**src/rtl/tmds_channel_decoder.sv**
```systemverilog
`default_nettype none
// ============================================================================
// Module      : tmds_channel_decoder
// Description : TMDS receive channel. Finds symbol alignment by bit-slip
//               search on control-token runs, then decodes the symbols.
// Revision    : 1.0 - initial release
// ============================================================================
module tmds_channel_decoder #(
    parameter int LOCK_TOKENS = 16,
    parameter int DWELL       = 1024,
    parameter int TIMEOUT     = 4096
) (
    input  logic       pixel_clk,
    input  logic       rst,
    input  logic [9:0] tmds_word,
    output logic       de,
    output logic [1:0] ctrl,
    output logic [7:0] data,
    output logic       locked,
    output logic [3:0] offset
);

    localparam int RUN_W   = (LOCK_TOKENS > 1) ? $clog2(LOCK_TOKENS) : 1;
    localparam int DWELL_W = (DWELL > 1)       ? $clog2(DWELL)       : 1;
    localparam int TO_W    = (TIMEOUT > 1)     ? $clog2(TIMEOUT)     : 1;

    localparam logic [RUN_W-1:0]   c_run_max   = RUN_W'(LOCK_TOKENS - 1);
    localparam logic [DWELL_W-1:0] c_dwell_max = DWELL_W'(DWELL - 1);
    localparam logic [TO_W-1:0]    c_to_max    = TO_W'(TIMEOUT - 1);

    localparam logic [0:0] c_st_search = 1'b0;
    localparam logic [0:0] c_st_locked = 1'b1;

    logic [9:0]         r_prev;
    logic [9:0]         r_sym;
    logic [19:0]        w_window;
    logic [9:0]         w_sym;
    logic               w_is_tok;
    logic [1:0]         w_tok_ctrl;
    logic [7:0]         w_d;
    logic [7:0]         w_data;
    logic [0:0]         r_state;
    logic [0:0]         w_state_nxt;
    logic [RUN_W-1:0]   r_run;
    logic [DWELL_W-1:0] r_dwell;
    logic [TO_W-1:0]    r_timeout;
    logic [3:0]         r_offset;
    logic [3:0]         w_offset_nxt;
    logic               w_lock_hit;
    logic               r_de;
    logic [1:0]         r_ctrl;
    logic [7:0]         r_data;

    // Stage 1 holds the previous word; stage 2 holds the aligned symbol.
    always_ff @(posedge pixel_clk) begin
        if (rst) begin
            r_prev <= 10'd0;
            r_sym  <= 10'd0;
        end else begin
            r_prev <= tmds_word;
            r_sym  <= w_sym;
        end
    end

    assign w_window = {tmds_word, r_prev};

    always_comb begin
        w_sym = w_window[9:0];
        case (r_offset)
            4'd1:    w_sym = w_window[10:1];
            4'd2:    w_sym = w_window[11:2];
            4'd3:    w_sym = w_window[12:3];
            4'd4:    w_sym = w_window[13:4];
            4'd5:    w_sym = w_window[14:5];
            4'd6:    w_sym = w_window[15:6];
            4'd7:    w_sym = w_window[16:7];
            4'd8:    w_sym = w_window[17:8];
            4'd9:    w_sym = w_window[18:9];
            default: w_sym = w_window[9:0];
        endcase
    end

    always_comb begin
        w_is_tok   = 1'b1;
        w_tok_ctrl = 2'b00;
        case (r_sym)
            10'h354: w_tok_ctrl = 2'b00;
            10'h0AB: w_tok_ctrl = 2'b01;
            10'h154: w_tok_ctrl = 2'b10;
            10'h2AB: w_tok_ctrl = 2'b11;
            default: w_is_tok   = 1'b0;
        endcase
    end

    // Undo the optional inversion, then the XOR/XNOR transition chain.
    always_comb begin
        w_d       = r_sym[9] ? ~r_sym[7:0] : r_sym[7:0];
        w_data    = 8'd0;
        w_data[0] = w_d[0];
        for (int i = 1; i < 8; i++) begin
            w_data[i] = r_sym[8] ? (w_d[i] ^ w_d[i-1]) : ~(w_d[i] ^ w_d[i-1]);
        end
    end

    assign w_lock_hit   = w_is_tok && (r_run == c_run_max);
    assign w_offset_nxt = (r_offset == 4'd9) ? 4'd0 : r_offset + 4'd1;

    always_ff @(posedge pixel_clk) begin
        if (rst) begin
            r_state <= c_st_search;
        end else begin
            r_state <= w_state_nxt;
        end
    end

    always_comb begin
        w_state_nxt = r_state;
        case (r_state)
            c_st_search: begin
                if (w_lock_hit) begin
                    w_state_nxt = c_st_locked;
                end
            end
            c_st_locked: begin
                if (!w_is_tok && (r_timeout == c_to_max)) begin
                    w_state_nxt = c_st_search;
                end
            end
            default: w_state_nxt = c_st_search;
        endcase
    end

    always_comb begin
        locked = (r_state == c_st_locked);
    end

    // Lock takes priority over dwell expiry, so the offset stays put.
    always_ff @(posedge pixel_clk) begin
        if (rst) begin
            r_run     <= '0;
            r_dwell   <= '0;
            r_timeout <= '0;
            r_offset  <= 4'd0;
        end else if (r_state == c_st_search) begin
            if (w_lock_hit) begin
                r_run     <= '0;
                r_dwell   <= '0;
                r_timeout <= '0;
            end else if (r_dwell == c_dwell_max) begin
                r_run    <= '0;
                r_dwell  <= '0;
                r_offset <= w_offset_nxt;
            end else begin
                r_run   <= w_is_tok ? r_run + 1'b1 : '0;
                r_dwell <= r_dwell + 1'b1;
            end
        end else begin
            if (w_is_tok) begin
                r_timeout <= '0;
            end else if (r_timeout == c_to_max) begin
                r_timeout <= '0;
                r_run     <= '0;
                r_dwell   <= '0;
                r_offset  <= w_offset_nxt;
            end else begin
                r_timeout <= r_timeout + 1'b1;
            end
        end
    end

    // Gating on the next state keeps outputs in step with the locked flag.
    always_ff @(posedge pixel_clk) begin
        if (rst) begin
            r_de   <= 1'b0;
            r_ctrl <= 2'b00;
            r_data <= 8'd0;
        end else if (w_state_nxt == c_st_locked) begin
            r_de   <= !w_is_tok;
            r_ctrl <= w_is_tok ? w_tok_ctrl : 2'b00;
            r_data <= w_is_tok ? 8'd0 : w_data;
        end else begin
            r_de   <= 1'b0;
            r_ctrl <= 2'b00;
            r_data <= 8'd0;
        end
    end

    assign de     = r_de;
    assign ctrl   = r_ctrl;
    assign data   = r_data;
    assign offset = r_offset;

endmodule
`default_nettype wire

```
**config.mk**
```make
export PLATFORM = sky130hd
export DESIGN_NAME = tmds_channel_decoder
export DESIGN_NICKNAME = d
export VERILOG_FILES = /design/src/rtl/tmds_channel_decoder.sv
export SDC_FILE = /design/constraint.sdc
export NUM_CORES = 1
export LEC_CHECK = 0
export ABC_CLOCK_PERIOD_IN_PS = 2500
export CAP_MARGIN = 10
export CORE_MARGIN = 2
export CORE_UTILIZATION = 56
export DETAILED_ROUTE_END_ITERATION = 8
export PLACE_DENSITY = 0.75
export SETUP_SLACK_MARGIN = 0.2
export SYNTH_ARGS = -nofsm -noshare
export SYNTH_HDL_FRONTEND = slang
export SYNTH_SLANG_ARGS = --single-unit
```
**constraint.sdc**
```tcl
create_clock -name pixel_clk -period 2.5 [get_ports pixel_clk]
set_input_delay 0.5 -clock pixel_clk [delete_from_list [all_inputs] [get_ports pixel_clk]]
set_output_delay 0.5 -clock pixel_clk [all_outputs]
set_load 0.02 [all_outputs]
```
==> results.sh, run 1 <==
export IMPL_path_cells="clkdlybuf4s50_1"
export IMPL_cts_resized_gates=0
export IMPL_critical_path_required_ns=2.00
export IMPL_layout_common_cells="nor2_1 (63), dfxtp_1 (62), nand2_1 (30)"
export IMPL_rows=29
export IMPL_ir_drop_v=0.000387
export IMPL_p_sw_share_pct=24.5
export IMPL_htreeDepth=3
export IMPL_finalSetupViolCount=0
export IMPL_syn_area_mm2=0.00371
export IMPL_core_area_mm2=0.00639
export IMPL_synth_top_family_by_area="simple AND/OR/NAND/NOR gates"
export IMPL_slowest_stage="clkdlybuf4s50_1"
export IMPL_fillers=557
export IMPL_ys_ff_latch=62
export IMPL_fin_setup_tns_ns=0
export IMPL_wl_um=9440
export IMPL_cts_setup_buffers=0
export IMPL_maxSlewViolCount=0
export IMPL_async_reset_ff_share_pct=0
export IMPL_critPathCaptureType="output pin"
export IMPL_crit_fanout=9
export IMPL_netlist_instances=455
export IMPL_maxCapViolCount=0
export IMPL_yosys_area_top_type_share_pct=33.4
export IMPL_avgSynthCellArea_um2=8.16
export IMPL_drive_gt1_share_pct=12.7
export IMPL_num_vias=3456
export IMPL_start_kind="flop"
export IMPL_diodes=0
export IMPL_hold_path_startpoint="r_timeout[11]"
export IMPL_worstSetupPathType="reg -> out"
export IMPL_synth_xor_area_share_pct=2.60
export IMPL_clock_path_buffers=2
export IMPL_crit_buf_inv=1
export IMPL_layout_nets=500
export IMPL_utilization_pct=66.6
export IMPL_synth_fa_ha_area_share_pct=3.71
export IMPL_viasPerCell=6.18
export IMPL_portBuffers=27
export IMPL_grt_pass1_vias=3124
export IMPL_die_w_um=85.4
export IMPL_hpwl_um=6510
export IMPL_intPower_mw=1.56
export IMPL_fin_crit_sh_pct=85.4
export IMPL_tightest_slew_ns=0.588
export IMPL_die_h_um=85.4
export IMPL_wire_per_inst_um=16.9
export IMPL_dp_cells=543
export IMPL_period_minus_slack_ns=2.14
export IMPL_relSlewSlack_pct=60.6
export IMPL_crit_start="offset[3]"
export IMPL_hp_class="reg -> reg"
export IMPL_seq_area_frac_synth_pct=33.4
export IMPL_cp_slowest_stage_delay_ns=0.69
export IMPL_dieArea_mm2=0.00729
export IMPL_yosys_warnings=0
export IMPL_synth_edf_count=0
export IMPL_multiInputGateArea_mm2=0.00226
export IMPL_layout_commonest_cell="nor2_1"
export IMPL_hold_viol=0
export IMPL_pwr_density_cell_mw_per_mm2=485
export IMPL_synthTopCellsByArea="dfxtp_1 (33%), nor2_1 (6.4%), a21oi_1 (3.9%)"
export IMPL_synth_largest_area_cell="dfxtp_1"
export IMPL_min_to="r_timeout[11]"
export IMPL_p_comb_share_pct=5.8
export IMPL_synthMuxAreaShare_pct=4.79
export IMPL_grt_max_degree=33
export IMPL_final_cells=559
export IMPL_fmax_mhz=468
export IMPL_regToRegEndpoint="r_sym[9]"
export IMPL_overflow=0
export IMPL_synth_simple_area_share_pct=28.0
export IMPL_grt_first_pass_wirelength_um=15600
export IMPL_syn_nets=478
export IMPL_initial_core_util_pct=58.1
export IMPL_dr_pass1_iters=5
export IMPL_status="completed"
export IMPL_rrSetupSlack_ns=0.41
export IMPL_cts_sinks=62
export IMPL_antenna_found_initial=0
export IMPL_root_buffer="clkbuf_8"
export IMPL_ios=28
export IMPL_reg2regPathDepth=6
export IMPL_grtUsageTotal_pct=27.1
export IMPL_synth_compound_area_share_pct=21.8
export IMPL_numCtsBuffers=9
export IMPL_clock_power_share_pct=44.2
export IMPL_min_path_cells=1
export IMPL_reg2reg_from="offset[3]"
export IMPL_cts_tree="yes"
export IMPL_drt_iter0_markers=352
export IMPL_fin_worst_skew_ns=0.0118
export IMPL_p_switching_uw=506
export IMPL_syn_to_final_growth_pct=14.6
export IMPL_hold_buffers=0
export IMPL_p_seq_share_pct=50.0
export IMPL_power_mw=2.07
export IMPL_crit_family="buffers and inverters"
export IMPL_cts_clk_slew_worst_paths_ns=0.07
export IMPL_register_area_mm2=0.00124
export IMPL_hold_ws_ns=0.493
export IMPL_gp_congestion=0.946
export IMPL_clk_latency_ns=0.34
export IMPL_synth_cell_types=68
export IMPL_critPathArrivalTime_ns=1.64
export IMPL_route_detailed_drc=0
export IMPL_leakage_nw=1.47
export IMPL_postRouteAntennaNets=0
export IMPL_synth_ff_type="dfxtp_1"
export IMPL_rsz0062_at_grt="true"
[final cells by class]
type	count	share of cell area [%]
repair buffers	43	9.35
multi-input cells	347	53.1
inverters	14	1.32
clock inverters	4	1.32
well taps	77	2.26
clock buffers	12	3.41
flip-flops and latches	62	29.2
[Yosys cell counts (all sizes together) (5+ instances only)]
master	count
ha	11
xnor2	10
o21ai	26
nor2b	11
nor3	23
a211oi	7
a31oi	10
nand2	30
nor4	5
a21oi	30
and3	6
dfxtp	62
a311oi	9
nor2	66
clkbuf	13
a221oi	6
inv	13
buf	19
nand3b	11
nand3	15
mux2i	11
a22oi	5
[per-layer routing]
metal	vias to the layer above	part of all wire (%)	track usage [%]
li1	1692	-	-
met1	1615	47	39.0
met2	136	44	40.6
met3	13	8.3	5.06
met4	0	1.5	9.38
met5	-	0	0
[per-stage QoR]
stage / area [um^2] / worst slack [ns]
final: 4250 / 0.364
after detailed placement: 4050 / 0.344
after floorplan: 3710 / 0.701
after CTS: 4250 / 0.360
after global placement: 4050 / 0.309
after global routing: 4250 / 0.190
[flip-flops by register name, indices dropped and copies added, names as in the netlist]
register / cells
ctrl: 2
data: 8
de: 1
locked: 1
offset: 4
r_dwell: 10
r_prev: 10
r_run: 4
r_sym: 10
r_timeout: 12
[power by group through the flow]
stage / Clock [mW] / Sequential (mW) / Combinational, mW
after floorplan: 0 / 1.04 / 0.0803
after global placement: 0 / 1.05 / 0.116
after detailed placement: 0 / 1.05 / 0.119
after CTS: 0.924 / 1.03 / 0.120
after global routing: 0.984 / 1.03 / 0.132
final: 0.913 / 1.03 / 0.120
[how the worst max path moves through the flow]
stage | slack (ns) | to | depth (start not counted)
2_1_floorplan | 0.70 | offset[2] | 7
3_3_place_gp | 0.31 | r_sym[9] | 6
3_5_place_dp | 0.34 | r_sym[9] | 6
4_1_cts | 0.36 | r_sym[9] | 6
5_1_grt | 0.19 | r_sym[9] | 6
6_report | 0.36 | offset[3] | 1
[logic make-up after synthesis]
logic type / count (synthesis)
buffers and inverters: 46
XOR/XNOR: 11
AO/OA/AOI/OAI: 118
multiplexers: 16
AND/OR/NAND/NOR: 191
flip-flops: 62
adder cells (fa/ha/maj): 11
No activity file was read; power rests on OpenSTA's default activity.
==> inputs of run 2 (changes only) <==
- ABC_AREA: unset -> 1
==> results.sh, run 2 <==
export IMPL_rows=29
export IMPL_regToRegEndpoint="r_dwell[9]"
export IMPL_syn_to_final_growth_pct=14.5
export IMPL_synth_largest_area_cell="dfxtp_1"
export IMPL_crit_buf_inv=1
export IMPL_synthTopCellsByArea="dfxtp_1 (35%), nand2_1 (11%), nor2_1 (9.8%)"
export IMPL_drive_gt1_share_pct=7.28
export IMPL_finalSetupViolCount=0
export IMPL_synth_cell_types=29
export IMPL_crit_family="buffers and inverters"
export IMPL_grt_pass1_vias=3200
export IMPL_ios=28
export IMPL_fin_crit_sh_pct=78.3
export IMPL_drt_iter0_markers=202
export IMPL_route_detailed_drc=0
export IMPL_synth_xor_area_share_pct=4.41
export IMPL_fmax_mhz=511
export IMPL_ir_drop_v=0.000343
export IMPL_worstSetupPathType="reg -> out"
export IMPL_wire_per_inst_um=13.0
export IMPL_pwr_density_cell_mw_per_mm2=491
export IMPL_core_area_mm2=0.00628
export IMPL_yosys_area_top_type_share_pct=34.7
export IMPL_fin_setup_tns_ns=0
export IMPL_critPathCaptureType="output pin"
export IMPL_period_minus_slack_ns=1.96
export IMPL_diodes=0
export IMPL_intPower_mw=1.52
export IMPL_synth_top_family_by_area="simple AND/OR/NAND/NOR gates"
export IMPL_avgSynthCellArea_um2=6.75
export IMPL_seq_area_frac_synth_pct=34.7
export IMPL_dr_pass1_iters=5
export IMPL_critPathArrivalTime_ns=1.46
export IMPL_status="completed"
export IMPL_cp_slowest_stage_delay_ns=0.66
export IMPL_placed_area_mm2=0.00390
export IMPL_rrSetupSlack_ns=0.59
export IMPL_postRouteAntennaNets=0
export IMPL_largest_register="r_timeout"
export IMPL_htreeDepth=3
export IMPL_async_reset_ff_share_pct=0
export IMPL_grt_first_pass_wirelength_um=14300
export IMPL_yosysMostFrequentCell="nand2_1"
export IMPL_hold_path_startpoint="r_dwell[0]"
export IMPL_slowest_stage="clkdlybuf4s50_1"
export IMPL_hold_viol=0
export IMPL_synth_edf_count=0
export IMPL_overflow=0
export IMPL_leakage_nw=1.72
export IMPL_ys_ff_latch=62
export IMPL_maxCapViolCount=0
export IMPL_p_seq_share_pct=50.9
export IMPL_gp_congestion=0.966
export IMPL_grt_max_degree=28
export IMPL_reg2regPathDepth=11
export IMPL_reg2reg_from="r_sym[4]"
export IMPL_numCtsBuffers=9
export IMPL_die_h_um=83.9
export IMPL_largest_register_ffs=12
export IMPL_synth_compound_area_share_pct=13.3
export IMPL_netlist_instances=530
export IMPL_root_buffer="clkbuf_8"
export IMPL_hpwl_um=5880
export IMPL_p_sw_share_pct=24.6
export IMPL_layout_common_cells="nand2_1 (103), nor2_1 (93), inv_1 (69)"
export IMPL_synth_simple_area_share_pct=34.5
export IMPL_portBuffers=27
export IMPL_antenna_found_initial=0
export IMPL_synth_fa_ha_area_share_pct=3.85
export IMPL_tightest_slew_ns=0.730
export IMPL_die_w_um=83.9
export IMPL_num_vias=3500
export IMPL_clock_power_share_pct=43.7
export IMPL_layout_nets=581
export IMPL_hp_class="reg -> reg"
export IMPL_fin_worst_skew_ns=0.0119
export IMPL_hold_buffers=0
export IMPL_cts_tree="yes"
export IMPL_cts_setup_buffers=0
export IMPL_cts_resized_gates=0
export IMPL_cts_sinks=62
export IMPL_path_cells="clkdlybuf4s50_1"
export IMPL_synth_ff_type="dfxtp_1"
export IMPL_p_comb_share_pct=5.4
export IMPL_rsz0062_at_grt="false"
export IMPL_start_kind="flop"
export IMPL_clock_path_buffers=2
export IMPL_final_cell_area_mm2=0.00410
export IMPL_cts_clk_slew_worst_paths_ns=0.07
export IMPL_critical_path_required_ns=2.00
export IMPL_clk_latency_ns=0.34
export IMPL_dieArea_mm2=0.00704
export IMPL_initial_core_util_pct=57.0
export IMPL_min_to="r_dwell[0]"
export IMPL_viasPerCell=5.47
export IMPL_yosys_warnings=0
export IMPL_syn_nets=553
export IMPL_syn_area_mm2=0.00358
export IMPL_layout_commonest_cell="nand2_1"
export IMPL_crit_fanout=8
export IMPL_p_switching_uw=495
export IMPL_min_path_cells=2
export IMPL_relSlewSlack_pct=51.3
export IMPL_wl_um=8300
export IMPL_synthMuxAreaShare_pct=0
export IMPL_ys_top_cells_by_count="nand2_1 (103), nor2_1 (93), inv_1 (69)"
export IMPL_maxSlewViolCount=0
export IMPL_grtUsageTotal_pct=24.8
run 2: per-layer routing:
| layer | global-route usage [%] | part of all wire, % | up-vias |
|---|---|---|---|
| met3 | 6.03 | 6.1 | 18 |
| li1 | - | - | 1774 |
| met5 | 0 | 0 | - |
| met2 | 40.2 | 46 | 132 |
| met1 | 32.1 | 46 | 1576 |
| met4 | 8.50 | 1.3 | 0 |
run 2: power by group through the flow:
stage                     Combinational, mW  Sequential [mW]  Clock, mW
after floorplan                      0.0726             1.04          0
after global placement                0.107             1.05          0
after detailed placement              0.108             1.05          0
after CTS                             0.109             1.02      0.900
after global routing                  0.122             1.03      0.937
final                                 0.109             1.02      0.878
run 2: logic make-up (layout without fill, tap and decap cells):
family	after synthesis	in the layout
DFF	62	62
buffers and inverters	83	116
adders and majority gates	11	11
and+or+nand+nor	270	270
xor gates and xnor gates	18	18
AOI/OAI and AO/OA	86	86
run 2: cell type report:
class | instances | area (um^2)
clock buffer | 9 | 124
clock inverter | 7 | 75.1
fill | 575 | 2180
inverter | 70 | 263
multi-input combinational | 385 | 2000
sequential | 62 | 1240
tap | 77 | 96.3
timing repair buffer | 30 | 293
run 2: worst max-delay path by stage:
| stage | startpoint | end | slack (ns) | cells after the start |
|---|---|---|---|---|
| after CTS | offset[3] | offset[3] | 0.51 | 1 |
| final | offset[3] | offset[3] | 0.54 | 1 |
| after floorplan | r_sym[6] | offset[0] | 0.98 | 12 |
| after global placement | tmds_word[0] | r_sym[8] | 0.67 | 7 |
| after detailed placement | r_sym[4] | r_dwell[2] | 0.66 | 11 |
| after global routing | r_sym[4] | r_dwell[2] | 0.44 | 11 |
run 2: through the flow:
| stage | power [mW] | utilization (%) | cells | setup slack, ns | hold WS [ns] |
|---|---|---|---|---|---|
| 3_5_place_dp | 1.15 | 62.1 | 624 | 0.656 | 0.483 |
| 4_1_cts | 2.03 | 65.2 | 640 | 0.513 | 0.497 |
| 2_1_floorplan | 1.11 | - | 530 | 0.978 | 0.456 |
| 6_report | 2.01 | 65.2 | 640 | 0.543 | 0.493 |
| 3_3_place_gp | 1.15 | 62.1 | 624 | 0.673 | 0.472 |
| 5_1_grt | 2.08 | 65.2 | 640 | 0.436 | 0.517 |
==> inputs of run 3 (changes only) <==
- ABC_CLOCK_PERIOD_IN_PS: 2500 -> 1900
- clock period: 2.5 -> 1.9 ns (I/O delays scaled with it)
==> results.sh, run 3 (synthesis gave the netlist of run 2 again) <==
export IMPL_ios=28
export IMPL_numCtsBuffers=9
export IMPL_num_vias=3572
export IMPL_dieArea_mm2=0.00704
export IMPL_die_h_um=83.9
export IMPL_relSlewSlack_pct=65.7
export IMPL_path_cells="ha_1 -> nand2_1 -> nor2_2 -> nand2_2 -> nand2_8 -> nor2_4 -> nor2_4 -> clkbuf_16 -> o21ai_1 -> a21oi_1"
export IMPL_p_comb_share_pct=5.5
export IMPL_intPower_mw=2.07
export IMPL_wire_per_inst_um=13.2
export IMPL_wl_um=8680
export IMPL_placed_area_mm2=0.00395
export IMPL_fin_setup_tns_ns=0
export IMPL_largest_register_ffs=12
export IMPL_maxSlewViolCount=0
export IMPL_clock_path_buffers=2
export IMPL_register_area_mm2=0.00125
export IMPL_cts_clk_slew_worst_paths_ns=0.07
export IMPL_rows=29
export IMPL_initial_core_util_pct=57.0
export IMPL_root_buffer="clkbuf_8"
export IMPL_p_sw_share_pct=23.4
export IMPL_final_cell_area_mm2=0.00439
export IMPL_grt_pass1_vias=3232
export IMPL_critPathCaptureType="flop"
export IMPL_drive_gt1_share_pct=16.6
export IMPL_cp_slowest_stage_delay_ns=0.36
export IMPL_portBuffers=27
export IMPL_clk_latency_ns=0.35
export IMPL_maxCapViolCount=0
export IMPL_critPathArrivalTime_ns=1.95
export IMPL_core_area_mm2=0.00628
export IMPL_ir_drop_v=0.000446
export IMPL_hold_viol=0
export IMPL_fin_worst_skew_ns=0.00709
export IMPL_layout_nets=598
export IMPL_dp_cells=631
export IMPL_tightest_slew_ns=0.514
export IMPL_layout_common_cells="nand2_1 (90), nor2_1 (89), inv_1 (65)"
export IMPL_syn_to_final_growth_pct=22.8
export IMPL_grt_max_degree=28
export IMPL_hpwl_um=5840
export IMPL_grtUsageTotal_pct=25.5
export IMPL_slowest_stage="dfxtp_2"
export IMPL_cts_tree="yes"
export IMPL_overflow=0
export IMPL_crit_buf_inv=1
export IMPL_multiInputGateArea_mm2=0.00213
export IMPL_die_w_um=83.9
export IMPL_p_switching_uw=630
export IMPL_hp_class="reg -> reg"
export IMPL_pwr_density_cell_mw_per_mm2=614
export IMPL_fillers=533
export IMPL_period_minus_slack_ns=1.67
export IMPL_worstSetupPathType="reg -> reg"
export IMPL_crit_path_frequent_cell="nor2_4"
export IMPL_dr_pass1_iters=5
export IMPL_largest_register="r_timeout"
export IMPL_status="completed"
export IMPL_viasPerCell=5.44
export IMPL_grt_first_pass_wirelength_um=14700
export IMPL_diodes=0
export IMPL_power_mw=2.70
export IMPL_antenna_found_initial=0
export IMPL_route_detailed_drc=0
export IMPL_layout_commonest_cell="nand2_1"
export IMPL_p_seq_share_pct=50.0
export IMPL_critical_path_required_ns=2.18
export IMPL_postRouteAntennaNets=0
export IMPL_clock_power_share_pct=44.4
export IMPL_fin_crit_sh_pct=87.7
export IMPL_gp_congestion=0.931
export IMPL_final_cells=657
export IMPL_cts_sinks=62
export IMPL_crit_family="simple AND/OR/NAND/NOR gates"
export IMPL_htreeDepth=3
export IMPL_start_kind="flop"
export IMPL_crit_fanout=6
export IMPL_finalSetupViolCount=0
export IMPL_drt_iter0_markers=192
export IMPL_rsz0062_at_grt="true"
export IMPL_fmax_mhz=600
export IMPL_leakage_nw=1.82
run 3: cell types whose count changed in the layout (fill, tap and decap cells not counted), sizes merged:
cell	delta
buf	+16
clkbuf	+5
clkdlybuf4s50	-5
clkinv	-5
dlygate4sd2	+5
clkinvlp	+1
run 3: worst min-delay path, cell delays in order, from the launching register on:
cell and delay (ns):
dfxtp_1 0.32, nand2_1 0.07, a21oi_1 0.05
run 3: layer usage:
metal | track usage, % | wire length (um) | vias to the layer above
li1 | - | - | 1802
met4 | 9.38 | 159 | 0
met2 | 40.4 | 3910 | 128
met3 | 5.64 | 567 | 17
met1 | 34.1 | 4040 | 1625
met5 | 0 | 0 | -
run 3: final timing paths:
path / slack [ns] / end / depth (start not counted) / startpoint
worst max register to register: 0.23 / r_dwell[0] / 10 / r_sym[0]
worst min register to register: 0.48 / r_dwell[5] / 2 / r_dwell[5]
worst max-delay path: 0.23 / r_dwell[0] / 10 / r_sym[0]
worst min-delay path: 0.48 / r_dwell[5] / 2 / r_dwell[5]
run 3: power by group through the flow:
stage / Sequential [mW] / Clock, mW / Combinational, mW
6_report: 1.35 / 1.20 / 0.149
5_1_grt: 1.35 / 1.26 / 0.167
4_1_cts: 1.35 / 1.20 / 0.143
3_5_place_dp: 1.38 / 0 / 0.142
3_3_place_gp: 1.38 / 0 / 0.139
2_1_floorplan: 1.37 / 0 / 0.0955
run 3: cell type report:
type                       instances  share of cell area (%)
tap                               77                    2.19
sequential                        62                    28.5
timing repair buffer              47                    10.2
inverter                          70                    5.98
multi-input combinational        385                    48.5
clock inverter                     3                   0.969
clock buffer                      13                    3.62
run 3: stage by stage:
step           setup WS, ns  hold WS [ns]  util, %
3_5_place_dp          0.134         0.478     62.9
6_report              0.235         0.479     69.9
3_3_place_gp          0.202         0.474     62.9
4_1_cts               0.200         0.486     67.1
5_1_grt               0.135         0.515     69.9
2_1_floorplan         0.378         0.456        -
run 3: repair_timing:
item,in CTS,in global routing
hold buffers,0,0
buffers inserted,5,4
pin swaps,5,11
gates resized for setup,9,45
cloned,0,1
endpoints found under the setup margin,17,44
